File: config.mk
export PLATFORM = sky130hd
export DESIGN_NAME = pool_window_buffer
export DESIGN_NICKNAME = d
export VERILOG_FILES = /design/src/rtl/pool_window_buffer.sv
export SDC_FILE = /design/constraint.sdc
export NUM_CORES = 1
export LEC_CHECK = 0
export ABC_AREA = 1
export CAP_MARGIN = 20
export CELL_PAD_IN_SITES_DETAIL_PLACEMENT = 1
export CELL_PAD_IN_SITES_GLOBAL_PLACEMENT = 2
export CORE_MARGIN = 10
export CORE_UTILIZATION = 43
export DETAILED_ROUTE_END_ITERATION = 10
export MAX_ROUTING_LAYER = met4
export PLACE_DENSITY = 0.83
export SLEW_MARGIN = 20
export SYNTH_ARGS = -nofsm -noshare
export SYNTH_HDL_FRONTEND = slang
export SYNTH_SLANG_ARGS = --single-unit
File: constraint.sdc
create_clock -name clk -period 7.1 [get_ports clk]
set_clock_uncertainty 0.15 [all_clocks]
set_input_delay 2.13 -clock clk [delete_from_list [all_inputs] [get_ports clk]]
set_output_delay 2.13 -clock clk [all_outputs]
set_load 0.05 [all_outputs]
File: src/rtl/pool_window_buffer.sv
// Streaming 2x2 stride-2 window assembler feeding the average-pooling unit.
// One line buffer holds the even row; the odd row's left pixel is held in a register.
module pool_window_buffer #(
    parameter int DATA_WIDTH = 16,
    parameter int IN_WIDTH   = 28,
    parameter int IN_HEIGHT  = 28
) (
    input  logic                  clk,
    input  logic                  reset,
    input  logic                  in_valid,
    output logic                  in_ready,
    input  logic [DATA_WIDTH-1:0] in_data,
    output logic                  out_valid,
    input  logic                  out_ready,
    output logic [DATA_WIDTH-1:0] win_a,
    output logic [DATA_WIDTH-1:0] win_b,
    output logic [DATA_WIDTH-1:0] win_c,
    output logic [DATA_WIDTH-1:0] win_d,
    output logic                  frame_done
);

    localparam int COL_W = (IN_WIDTH > 1) ? $clog2(IN_WIDTH) : 1;
    localparam int ROW_W = (IN_HEIGHT > 1) ? $clog2(IN_HEIGHT) : 1;

    localparam logic [COL_W-1:0] COL_LAST     = COL_W'(IN_WIDTH - 1);
    localparam logic [ROW_W-1:0] ROW_LAST     = ROW_W'(IN_HEIGHT - 1);
    localparam logic [COL_W-1:0] COL_WIN_LAST = COL_W'(2 * (IN_WIDTH / 2) - 1);
    localparam logic [ROW_W-1:0] ROW_WIN_LAST = ROW_W'(2 * (IN_HEIGHT / 2) - 1);

    logic [COL_W-1:0]      colReg, colNext;
    logic [ROW_W-1:0]      rowReg, rowNext;
    logic                  accept;
    logic                  lastCol, lastRow;
    logic                  rowOdd, colOdd;
    logic                  trigger;
    logic [COL_W-1:0]      readIdxRight;

    logic [DATA_WIDTH-1:0] lineBuf [IN_WIDTH];
    logic [DATA_WIDTH-1:0] topLeftReg, topRightReg;
    logic [DATA_WIDTH-1:0] holdReg;

    logic                  outValidReg;
    logic                  frameDoneReg;
    logic [DATA_WIDTH-1:0] winReg [4];
    logic [DATA_WIDTH-1:0] winSrc [4];

    assign in_ready = !reset && (!outValidReg || out_ready);
    assign accept   = in_valid && in_ready;

    assign lastCol = (colReg == COL_LAST);
    assign lastRow = (rowReg == ROW_LAST);
    assign rowOdd  = rowReg[0];
    assign colOdd  = colReg[0];

    assign trigger = accept && rowOdd && colOdd &&
                     (rowReg <= ROW_WIN_LAST) && (colReg <= COL_WIN_LAST);

    always_comb begin
        colNext = colReg;
        rowNext = rowReg;
        if (accept) begin
            if (lastCol) begin
                colNext = '0;
                rowNext = lastRow ? '0 : rowReg + ROW_W'(1);
            end else begin
                colNext = colReg + COL_W'(1);
            end
        end
    end

    always_ff @(posedge clk) begin
        if (reset) begin
            colReg <= '0;
            rowReg <= '0;
        end else begin
            colReg <= colNext;
            rowReg <= rowNext;
        end
    end

    // The trailing column of an odd width has no right neighbour; clamp keeps the read in range.
    assign readIdxRight = lastCol ? colReg : colReg + COL_W'(1);

    // Top-row pair is fetched when the bottom-left pixel arrives, so it is ready one
    // transfer later for the bottom-right trigger. Odd rows never write the buffer.
    always_ff @(posedge clk) begin
        if (accept && !rowOdd) begin
            lineBuf[colReg] <= in_data;
        end
        if (accept && rowOdd && !colOdd) begin
            topLeftReg  <= lineBuf[colReg];
            topRightReg <= lineBuf[readIdxRight];
        end
    end

    always_ff @(posedge clk) begin
        if (reset) begin
            holdReg <= '0;
        end else if (accept && rowOdd && !colOdd) begin
            holdReg <= in_data;
        end
    end

    assign winSrc[0] = topLeftReg;
    assign winSrc[1] = topRightReg;
    assign winSrc[2] = holdReg;
    assign winSrc[3] = in_data;

    generate
        for (genvar gi = 0; gi < 4; gi++) begin : g_win
            always_ff @(posedge clk) begin
                if (reset) begin
                    winReg[gi] <= '0;
                end else if (trigger) begin
                    winReg[gi] <= winSrc[gi];
                end
            end
        end
    endgenerate

    // A trigger can only coincide with an output transfer, never overwrite a stalled window.
    always_ff @(posedge clk) begin
        if (reset) begin
            outValidReg <= 1'b0;
        end else if (trigger) begin
            outValidReg <= 1'b1;
        end else if (out_ready) begin
            outValidReg <= 1'b0;
        end
    end

    always_ff @(posedge clk) begin
        if (reset) begin
            frameDoneReg <= 1'b0;
        end else begin
            frameDoneReg <= accept && lastCol && lastRow;
        end
    end

    assign out_valid  = outValidReg;
    assign frame_done = frameDoneReg;
    assign win_a      = winReg[0];
    assign win_b      = winReg[1];
    assign win_c      = winReg[2];
    assign win_d      = winReg[3];

endmodule

# [After elaboration in Yosys (flattened, before gate mapping)]
# Memories as Yosys holds them, arrays and structs flattened. A register that Yosys moved wholly into a read port is not among the register bits.
# Cells that the tools add are included.
# Widths: inputs -> output; s select.
[word_totals] n_memories=2 elab_cells=50 mem_bits_rw=512 regBits=28
[memory_table] name="lineBuf" words=28 width=16 read_ports=2 rd_ports_with_merged_regs=2 wr=1 line_no="38" source="logic [DATA_WIDTH-1:0] lineBuf [IN_WIDTH];"
[memory_table] name="winReg" words=4 width=16 read_ports=4 rd_ports_with_merged_regs=0 wr=4 line_no="44" source="logic [DATA_WIDTH-1:0] winReg [4];"
[classes] n_lt_le_gt_ge=2 eq_ne=2 n_bitwise=4 n_reduce_logical=17 n_mux=16 addsub=2
[op_table] operator="$mux 16" count=4
[op_table] operator="$mux 5" count=3
[op_table] operator="$add 5x1->5 const B" count=2
[op_table] operator="$eq 5x5->1 const B" count=2
[op_table] operator="$le 5x5->1 const B" count=2
[op_table] operator="$logic_and 1x1->1" count=10
[op_table] operator="$mux 1" count=9
[op_table] operator="$logic_not 1->1" count=4
[op_table] operator="$or 1x1->1" count=4
[op_table] operator="$reduce_and 2->1" count=1
[op_table] operator="$reduce_bool 2->1" count=1
[op_table] operator="$logic_or 1x1->1" count=1

# [Depth between registers and ports, before layout]
[depth] depth_word=12 depth_mapped=17 ltp_nobuf=14

# [Worst setup path before layout]
# No wires, ideal clock.
[synth_timing] path_kind="input-to-reg" startpoint="in out_ready" endpoint="mem winReg[0][0], enable pin" arrival_time_ns=5.034 path_slack_ns=1.493 path_stages=8 n_path_buf=2 cell_sequence="nor2_1 > nor2_1 > nand2_1 > nor2_1 > nand4_1 > buf_2 > buf_2 > nand2_1"
[synth_lines] element="from (decl)" line_no="14" source="input logic out_ready,"
[synth_lines] element="to (decl)" line_no="44"

# [Worst setup path in the final report]
[layout_timing] startpoint="in reset" endpoint="out in_ready"
[layout_via] elab_chain_len=2
[layout_rtl] element="from (decl)" line_no="9" source="input logic reset,"
[layout_rtl] element="$logic_not 1->1" line_no="47" source="assign in_ready = !reset && (!outValidReg || out_ready);"
[layout_rtl] element="$logic_and 1x1->1" line_no="47"
[layout_rtl] element="to (decl)" line_no="11" source="output logic in_ready,"
# Every way passes these cells.

==> out/metrics.cfg <==
[placement]
dp_hpwl_um = 61100
portBuffers = 86
gp_congestion = 1.01
dp_slack_ns = 1.17

[logic_synthesis]
synth_compound_area_share_pct = 12.4
ys.warnings.count = 0
synth-adder-area-share_pct = 0.276
synth-edff-count = 544
netlist_instances = 2830
synth_area_sq_um = 27200
ys_ff_latch = 572
synthFlopType = edfxtp_1
synth_top_family_by_area = simple AND/OR/NAND/NOR gates
synth_xor_xnor_area_share_pct = 0.0598
yosysUniqueCellTypes = 36
synthSimpleGateAreaFrac_pct = 16.9
synthesis.nets = 2856
async_flop_share_pct = 0
seq_area_frac_synth_pct = 62.1
synth_area_per_cell_sq_um = 9.62
muxShareOfSynthArea_pct = 1.29

[status]
status = finished clean

[critical_path]
worst_setup_path_start_kind = input port
crit_path_cell_trace = clkdlybuf4s50_1 -> nor2_1 -> clkdlybuf4s50_1
crit_fanout = 5
cp-end-kind = output port
path_delay_family = buffers and inverters
critPathBufInv = 2
required_ns = 4.82
cpPeakStageDelay_ns = 0.83
critPathKind = input port to output port
crit_slowest_cell = clkdlybuf4s50_1
arrival_ns = 3.63
cp_common_cell = clkdlybuf4s50_1

[sta]
slew_viol_final = 0
post-route-period-util_pct = 83.3
timing.fmax_ghz = 0.169
slew-limit-headroom_pct = 28.9
grt_setup_unrepaired = no
hold_viol = 0
tns_ns = 0
tightest_slew_ns = 1.07
setup_violations = 0
fin_ws_ns = 1.19
period_minus_slack_ns = 5.91

[clock_tree]
cts.htree.levels = 2
clk_latency_ns = 0.64
cts-resized-gates = 0
clkSinkCount = 572
ctsHoldBuffers = 0
cts_root_buf = clkbuf_16
cts_tree = done
cts.path.max_buffers = 3
clk_pin_slew_worst_paths_ns = 0.06
cts_made_buffers = 61
postCtsSetupBuffers = 0

[drt]
drt-pass1-iter-count = 5
dr_total_vias = 21412
final_antenna_net_count = 0
routed_wl_um = 96300
dr.first_iter.drc_count = 2104
wl_per_cell_um = 25.8
drc = 0
vias_per_cell = 5.74

[grt]
grt.total_usage_pct = 26.2
grt_first_pass_wirelength_um = 141000
antenna_found_initial = 3
grt_pass1_vias = 21991
grt_overflow_total = 0
grt_max_degree = 180

[cells_and_area]
area_delta_synth_final_pct = 12.9
nets = 2860
drive_gt1_share_pct = 6.62
layout_common_cells = 544 x edfxtp_1, 517 x nand2_1, 404 x o21ai_0
final_common_cell = edfxtp_1

[power_and_ir_drop]
powerDensity_nw_per_um2 = 261
leakage_uw = 0.0113
power_uw = 8020
ir_drop_mv = 0.219

[min_path]
min_path_type = flop to flop

[floorplan]
dieArea_sq_um = 73800
rows = 92
die_width_um = 272
die_y_um = 272
start_util_pct = 43.3
core_area_sq_um = 62900
io_pins = 87

[run]
drv_cap = 0

## registers in the layout (all words and copies together) (netlist names)
| signal | cells |
|---|---|
| frame_done | 1 |
| out_valid | 1 |
| topLeftReg | 16 |
| colReg | 5 |
| winReg | 64 |
| lineBuf | 448 |
| topRightReg | 16 |
| holdReg | 16 |
| rowReg | 5 |
## synthesized netlist by cell type (2+ instances only)
cell type    n  area share (%)
dfxtp_1     28             2.1
buf_1        5           0.069
a21oi_1    215             4.0
o21ai_0    404             7.4
buf_2       66             1.2
nor3_2       2           0.074
nand2_4      3            0.12
o21a_1       6            0.17
clkinv_1     2           0.028
or2_2        8            0.18
o21ai_1     19            0.35
o22ai_1      2           0.046
nand2_2      2           0.046
inv_2        5           0.069
nand3_1    245             4.5
inv_1      256             3.5
nand4_1     17            0.39
nand2_1    518             7.1
edfxtp_1   544              60
clkbuf_1    93             1.3
buf_4       12            0.33
nor3_1       4           0.074
mux2i_1     35             1.3
nor2_1     302             4.2
a21boi_0    11            0.30
buf_6       11            0.46
ha_1         6            0.28
## per-stage QoR
stage | area [sq um] | util [%] | hold slack, ns | cells
after global routing | 30700 | 48.9 | 0.340 | 3732
after global placement | 28700 | 45.7 | 0.296 | 3617
after floorplan | 27200 | - | 0.279 | 2830
final | 30700 | 48.9 | 0.306 | 3733
after detailed placement | 28700 | 45.7 | 0.297 | 3617
after CTS | 30700 | 48.9 | 0.307 | 3730
## cells by family after synthesis
group,Yosys count
AND/OR/NAND/NOR,1105
buffers and inverters,451
multiplexers,35
AO/OA/AOI/OAI,660
flip-flops,572
adder cells (fa/ha/maj),6
XOR/XNOR,1
## worst reg2reg max path, cell delays in order, from the launching register on
cell and delay, ns:
dfxtp_4 0.60, inv_1 0.42, ha_1 0.44, inv_1 0.10
nand2_4 0.31, nand2_4 0.80, buf_4 0.51, nand2_1 0.10
nand3_1 0.15, nand3_1 0.12, nand3_1 0.38, nand2_1 0.11
## area by class of cell
cell class / instances / area [sq um]
Fill cell: 6998 / 32100
Sequential cell: 572 / 16900
Multi-Input combinational cell: 1807 / 8530
Clock buffer: 77 / 1630
Timing Repair Buffer: 128 / 1220
Tap cell: 846 / 1060
Inverter: 264 / 998
Clock inverter: 36 / 392
Antenna cell: 3 / 7.51
## metal layers
layer  global-route usage (%)  wire length [um]  part of all wire [%]
met4                     12.4              4850                   5.0
met5                        -                 0                     0
met1                     32.2             38700                    40
met3                     3.75              6690                   6.9
met2                     42.2             46000                    48
## power breakdown
part | internal (uW) | switching (uW) | leakage (uW)
Sequential | 3720 | 20.3 | 0.00521
Clock | 1900 | 1350 | 0.000960
Combinational | 239 | 786 | 0.00509
## worst paths after layout
path                from             end  slack, ns  cells after the start
max reg2reg    colReg[1]  topRightReg[7]       2.63                     11
min reg2reg  holdReg[15]     holdReg[15]       0.31                      2
min          holdReg[15]     holdReg[15]       0.31                      2
max                reset        in_ready       1.19                      3
(Power assumes the default switching activity.)
